<file path="src/rtl/router_fifo_if.sv">
// Bus between router_sync/register stage and one per-port router_fifo.
// The master side drives write/read requests and data; the slave side is
// the FIFO returning read data and occupancy flags.
interface router_fifo_if #(
  parameter int WIDTH = 8
);
  logic             soft_reset;
  logic             write_enb;
  logic             read_enb;
  logic             lfd_state;
  logic [WIDTH-1:0] data_in;
  logic [WIDTH-1:0] data_out;
  logic             full;
  logic             empty;

  modport master (
    output soft_reset, write_enb, read_enb, lfd_state, data_in,
    input  data_out, full, empty
  );

  modport slave (
    input  soft_reset, write_enb, read_enb, lfd_state, data_in,
    output data_out, full, empty
  );
endinterface

</file>
<file path="src/rtl/router_fifo.sv">
// router_fifo: per-destination output buffer of the 1x3 router.
// Stores packet bytes with a header tag bit and tracks the remaining packet
// length as bytes are drained, so data_out is only driven mid-packet.
// Optional build macro ROUTER_FIFO_TRISTATE_EN: when defined, the idle value
// of data_out is high-Z so the three port FIFOs can share one bus; when
// undefined the idle value is zero and no tristate logic is present.
// DEPTH must equal 2**AW.
module router_fifo #(
  parameter int WIDTH = 8,
  parameter int DEPTH = 16,
  parameter int AW    = 4
) (
  input logic          clock,
  input logic          reset,
  router_fifo_if.slave bus
);

  logic [WIDTH:0]   mem [DEPTH];
  logic [AW:0]      wr_ptr;
  logic [AW:0]      rd_ptr;
  logic [6:0]       pkt_count;
  logic [WIDTH-1:0] data_q;
  logic [WIDTH:0]   rd_entry;
  logic             fifo_full;
  logic             fifo_empty;
  logic             do_write;
  logic             do_read;

  // Extra pointer MSB distinguishes full from empty when low bits match.
  assign fifo_empty = (wr_ptr == rd_ptr);
  assign fifo_full  = (wr_ptr[AW] != rd_ptr[AW]) &&
                      (wr_ptr[AW-1:0] == rd_ptr[AW-1:0]);
  assign bus.full   = fifo_full;
  assign bus.empty  = fifo_empty;

  // Requests are qualified by occupancy; a write into a full FIFO is lost
  // even if a read frees a slot on the same edge.
  assign do_write = bus.write_enb && !fifo_full;
  assign do_read  = bus.read_enb && !fifo_empty;
  assign rd_entry = mem[rd_ptr[AW-1:0]];

  // Storage array: header tag in the top bit, no reset needed on contents.
  always_ff @(posedge clock) begin
    if (do_write && !bus.soft_reset)
      mem[wr_ptr[AW-1:0]] <= {bus.lfd_state, bus.data_in};
  end

  // Write and read pointers, flushed by hard or soft reset.
  always_ff @(posedge clock or negedge reset) begin
    if (!reset) begin
      wr_ptr <= '0;
      rd_ptr <= '0;
    end else if (bus.soft_reset) begin
      wr_ptr <= '0;
      rd_ptr <= '0;
    end else begin
      if (do_write)
        wr_ptr <= wr_ptr + (AW+1)'(1);
      if (do_read)
        rd_ptr <= rd_ptr + (AW+1)'(1);
    end
  end

  // Registered read data and remaining-length counter; a header loads its
  // payload length plus one for the trailing parity byte.
  always_ff @(posedge clock or negedge reset) begin
    if (!reset) begin
      data_q    <= '0;
      pkt_count <= '0;
    end else if (bus.soft_reset) begin
      data_q    <= '0;
      pkt_count <= '0;
    end else if (do_read) begin
      data_q <= rd_entry[WIDTH-1:0];
      if (rd_entry[WIDTH])
        pkt_count <= 7'(rd_entry[WIDTH-1:2]) + 7'd1;
      else if (pkt_count != 7'd0)
        pkt_count <= pkt_count - 7'd1;
    end else if (pkt_count == 7'd0) begin
      data_q <= '0;
    end
  end

`ifdef ROUTER_FIFO_TRISTATE_EN
  logic drive_q;

  // Output enable follows the same load/idle decisions as data_q.
  always_ff @(posedge clock or negedge reset) begin
    if (!reset)
      drive_q <= 1'b0;
    else if (bus.soft_reset)
      drive_q <= 1'b0;
    else if (do_read)
      drive_q <= 1'b1;
    else if (pkt_count == 7'd0)
      drive_q <= 1'b0;
  end

  assign bus.data_out = drive_q ? data_q : {WIDTH{1'bz}};
`else
  assign bus.data_out = data_q;
`endif

endmodule

</file>
<file path="src/flat_wrapper.sv">
// flat-port wrapper written by rule: the top's interface ports become plain ports
module router_fifo_flat 
#(
  parameter int WIDTH = 8,
  parameter int DEPTH = 16,
  parameter int AW    = 4
)
  (clock, reset, bus_soft_reset, bus_write_enb, bus_read_enb, bus_lfd_state, bus_data_in, bus_data_out, bus_full, bus_empty);
  router_fifo_if #(.WIDTH(WIDTH)) bus_i ();
  input logic clock;
  input logic reset;
  input wire logic [$bits(bus_i.soft_reset)-1:0] bus_soft_reset;
  input wire logic [$bits(bus_i.write_enb)-1:0] bus_write_enb;
  input wire logic [$bits(bus_i.read_enb)-1:0] bus_read_enb;
  input wire logic [$bits(bus_i.lfd_state)-1:0] bus_lfd_state;
  input wire logic [$bits(bus_i.data_in)-1:0] bus_data_in;
  output wire logic [$bits(bus_i.data_out)-1:0] bus_data_out;
  output wire logic [$bits(bus_i.full)-1:0] bus_full;
  output wire logic [$bits(bus_i.empty)-1:0] bus_empty;
  assign bus_i.soft_reset = bus_soft_reset;
  assign bus_i.write_enb = bus_write_enb;
  assign bus_i.read_enb = bus_read_enb;
  assign bus_i.lfd_state = bus_lfd_state;
  assign bus_i.data_in = bus_data_in;
  assign bus_data_out = bus_i.data_out;
  assign bus_full = bus_i.full;
  assign bus_empty = bus_i.empty;
  router_fifo #(.WIDTH(WIDTH), .DEPTH(DEPTH), .AW(AW)) u_core (.clock(clock), .reset(reset), .bus(bus_i));
endmodule
</file>
<file path="config.mk">
export PLATFORM = sky130hd
export DESIGN_NAME = router_fifo_flat
export DESIGN_NICKNAME = d
export VERILOG_FILES = /design/src/rtl/router_fifo_if.sv /design/src/rtl/router_fifo.sv /design/src/flat_wrapper.sv
export SDC_FILE = /design/constraint.sdc
export NUM_CORES = 1
export LEC_CHECK = 0
export CAP_MARGIN = 20
export CORE_MARGIN = 5
export CORE_UTILIZATION = 45
export DETAILED_ROUTE_END_ITERATION = 8
export PLACE_DENSITY = 0.7
export SETUP_SLACK_MARGIN = 0.15
export SYNTH_ARGS = -nofsm -noshare
export SYNTH_HDL_FRONTEND = slang
export SYNTH_SLANG_ARGS = --single-unit
</file>
<file path="constraint.sdc">
create_clock -name clock -period 2.6 [get_ports clock]
set_input_delay 0.39 -clock clock [delete_from_list [all_inputs] [get_ports clock]]
set_output_delay 0.39 -clock clock [all_outputs]
set_load 0.01 [all_outputs]
</file>
==> reports/results.txt <==
crit end category: register
combinational share of power: 21.9%
post-synthesis async set-or-reset flop share: 14.8%
Main synth FF type: edfxtp_1
Hold WC Path Type: input pin to asynchronous set/reset pin
status: completed
placed cell area: 7790 µm²
Yosys cell types: 45
Via Count: 3,981
Die Width: 135 µm
Final Cycle Share: 93.1%
dpl cells: 658
Place WS: 0.168 ns
WL/cell: 21.4 µm
first-pass GRT wire length: 23,000 µm
Seq pwr share: 44.7%
Syn Inst Count: 404
Seq/Total Area, Yosys: 69.9%
EDFF count, synth: 144
Layout Utilization: 56.4%
n_diodes: 0
f_max: 413 MHz
number of global-route vias before repair: 3,935
final WL: 15,000 µm
Clk pwr share: 33.4%
DRC: 0
1st-pass router iterations: 5
commonest cells after routing, fill and taps aside: edfxtp_1, buf_4, mux4_2, nor2_1, clkdlybuf4s50_1
worst rel slew slack: 63.8%
YS warnings: 0
largest net degree at the start of global routing: 26
Nets: 499
Post-Layout Cell Count: 702
CTS max path bufs: 2
Total Power: 6.89 mW
Switch Pwr: 1.88 mW
Fin Setup TNS: 0 ns
IO Pins: 24
Synth Cell Area: 7080 µm²
count of final setup violators: 0
Num CTS Buffers: 17
Seq cells post-synth: 169
kind of start point of the critical path: register
Crit Path Max Fanout: 10
Syn Nets: 425
RSZ-0062 raised after global routing: yes
Post-Layout Inst Area: 8640 µm²
clk root buf: clkbuf_16
Post-DRT Antenna Nets: 0
# rows: 45
die height: 135 µm
hpwl dp: 9470 µm
CTS tree: built
Required @ worst endpoint: 2.91 ns
total gr overflow: 0
Max Cap Violations: 0
initial core utilization: 46.2%
pwr dens: 797 nW/µm²
Area Overhead vs Synth: 22.0%
Tmin final: 2.42 ns
Iter 0 DRT Violations: 398
Reg clk slew, reported paths: 0.07 ns
all-layer global routing usage: 17.2%
fraction of layout cells with a size suffix above 1: 30.3%
crit path kind: register to register
worst-margin pin slew: 0.541 ns
critical path arrival: 2.73 ns
CTS H-tree depth: 4
Final Max Tran Viols: 0
number of port buffers: 23
DIE AREA: 18,300 µm²
final hold violations: 0
switching share of total power: 27.3%
Vias/cell: 5.67
final estimated routing congestion in global placement: 0.804
initial antenna violation count: 0
commonest non-fill, non-tap cell in the layout: edfxtp_1
clk_lat worst skew: 0.43 ns
Pleak: 2.91 nW
Avg Inst Size Synth: 17.5 µm²
Clock Skews: 0.00580 ns
Int Power: 5.01 mW
worst hold slack: 0.331 ns
clock sink total: 169
maximum vdd drop: 606 µV
total core area: 15,300 µm²
post-route setup slack: 0.180 ns
## kinds of logic (layout without fill, tap and decap cells)
family                     Yosys count  after routing  synth area share [%]
DFF                                169            169                  69.9
and+or+nand+nor                     94             94                  6.93
muxes                               47             48                  13.8
AOI/OAI and AO/OA                   42             42                  3.89
buffers and inverters               27            113                  2.03
xor gates and xnor gates            18             18                  2.23
adders and majority gates            7              7                  1.24
## routing by layer
metal,vias up,part of all wire (%),track usage [%]
met5,-,0,0
met4,0,2.2,6.66
met3,27,7.5,3.42
met2,182,49,27.9
met1,2012,41,22.9
li1,1760,-,-
## critical path, stage by stage, from the launching register on
cell	delay, ns
dfrtp_2	0.46
bufbuf_16	0.32
mux4_1	0.55
a22oi_1	0.27
nand2_2	0.18
nand3_1	0.18
xor2_1	0.23
o22ai_2	0.11
## sequential cells by signal, summed over array words and instances (netlist names)
name / cells
u_core.mem: 144
u_core.bus.data_out: 8
u_core.pkt_count: 7
u_core.rd_ptr: 5
u_core.wr_ptr: 5
## cell usage after synthesis, types with 2 or more instances
master	number	area, µm²
mux2i_1	6	60.1
buf_6	4	45.0
mux4_1	4	105
xnor2_1	12	105
nand2_1	22	82.6
nor2_1	22	82.6
nand2b_1	3	18.8
nand4_1	3	18.8
nor4b_1	2	17.5
and2_1	13	81.3
clkbuf_1	7	26.3
nor3_1	3	15.0
dfrtp_1	25	626
buf_2	10	50.1
mux4_2	35	788
nand3_1	13	65.1
inv_1	6	22.5
nor4_1	3	18.8
o21ai_1	4	20.0
and4_1	3	26.3
nor2b_1	2	12.5
ha_1	7	87.6
o22ai_1	2	12.5
xor2_1	6	52.6
or3_1	2	12.5
a21oi_1	13	65.1
o21ai_0	3	15.0
edfxtp_1	144	4320
a22oi_1	9	67.6
## final timing paths
path                                        start                endpoint  slack [ns]  cells after the start
max                              u_core.rd_ptr[0]     u_core.pkt_count[3]        0.18                      7
min                                         reset  u_core.bus.data_out[6]        0.33                      2
max in group asynchronous                   reset        u_core.wr_ptr[2]        1.99                      2
min reg2reg                u_core.bus.data_out[6]  u_core.bus.data_out[6]        0.54                      2
min in group clock         u_core.bus.data_out[6]  u_core.bus.data_out[6]        0.54                      2
max reg2reg                      u_core.rd_ptr[0]     u_core.pkt_count[3]        0.18                      7
## power by group through the flow
stage,Sequential (mW),Combinational [mW],Clock [mW]
3_5_place_dp,3.13,1.30,0
6_report,3.07,1.51,2.30
2_1_floorplan,3.12,0.904,0
4_1_cts,3.07,1.38,2.34
5_1_grt,3.08,1.63,2.49
3_3_place_gp,3.12,1.27,0
## cell type report
| class | count | area, µm² |
|---|---|---|
| fill | 1183 | 6670 |
| sequential | 169 | 4960 |
| multi-input combinational | 209 | 2110 |
| timing repair buffer | 75 | 748 |
| clock buffer | 17 | 425 |
| tap | 211 | 264 |
| clock inverter | 15 | 119 |
| inverter | 6 | 22.5 |
## what timing repair did
item / CTS / global route
gates resized for setup: 3 / 37
pin swaps: 2 / 4
gates cloned: 2 / 2
setup endpoints to repair: 3 / 142
hold buffers: 0 / 0
buffers inserted: 3 / 5
(Power assumes the default switching activity.)
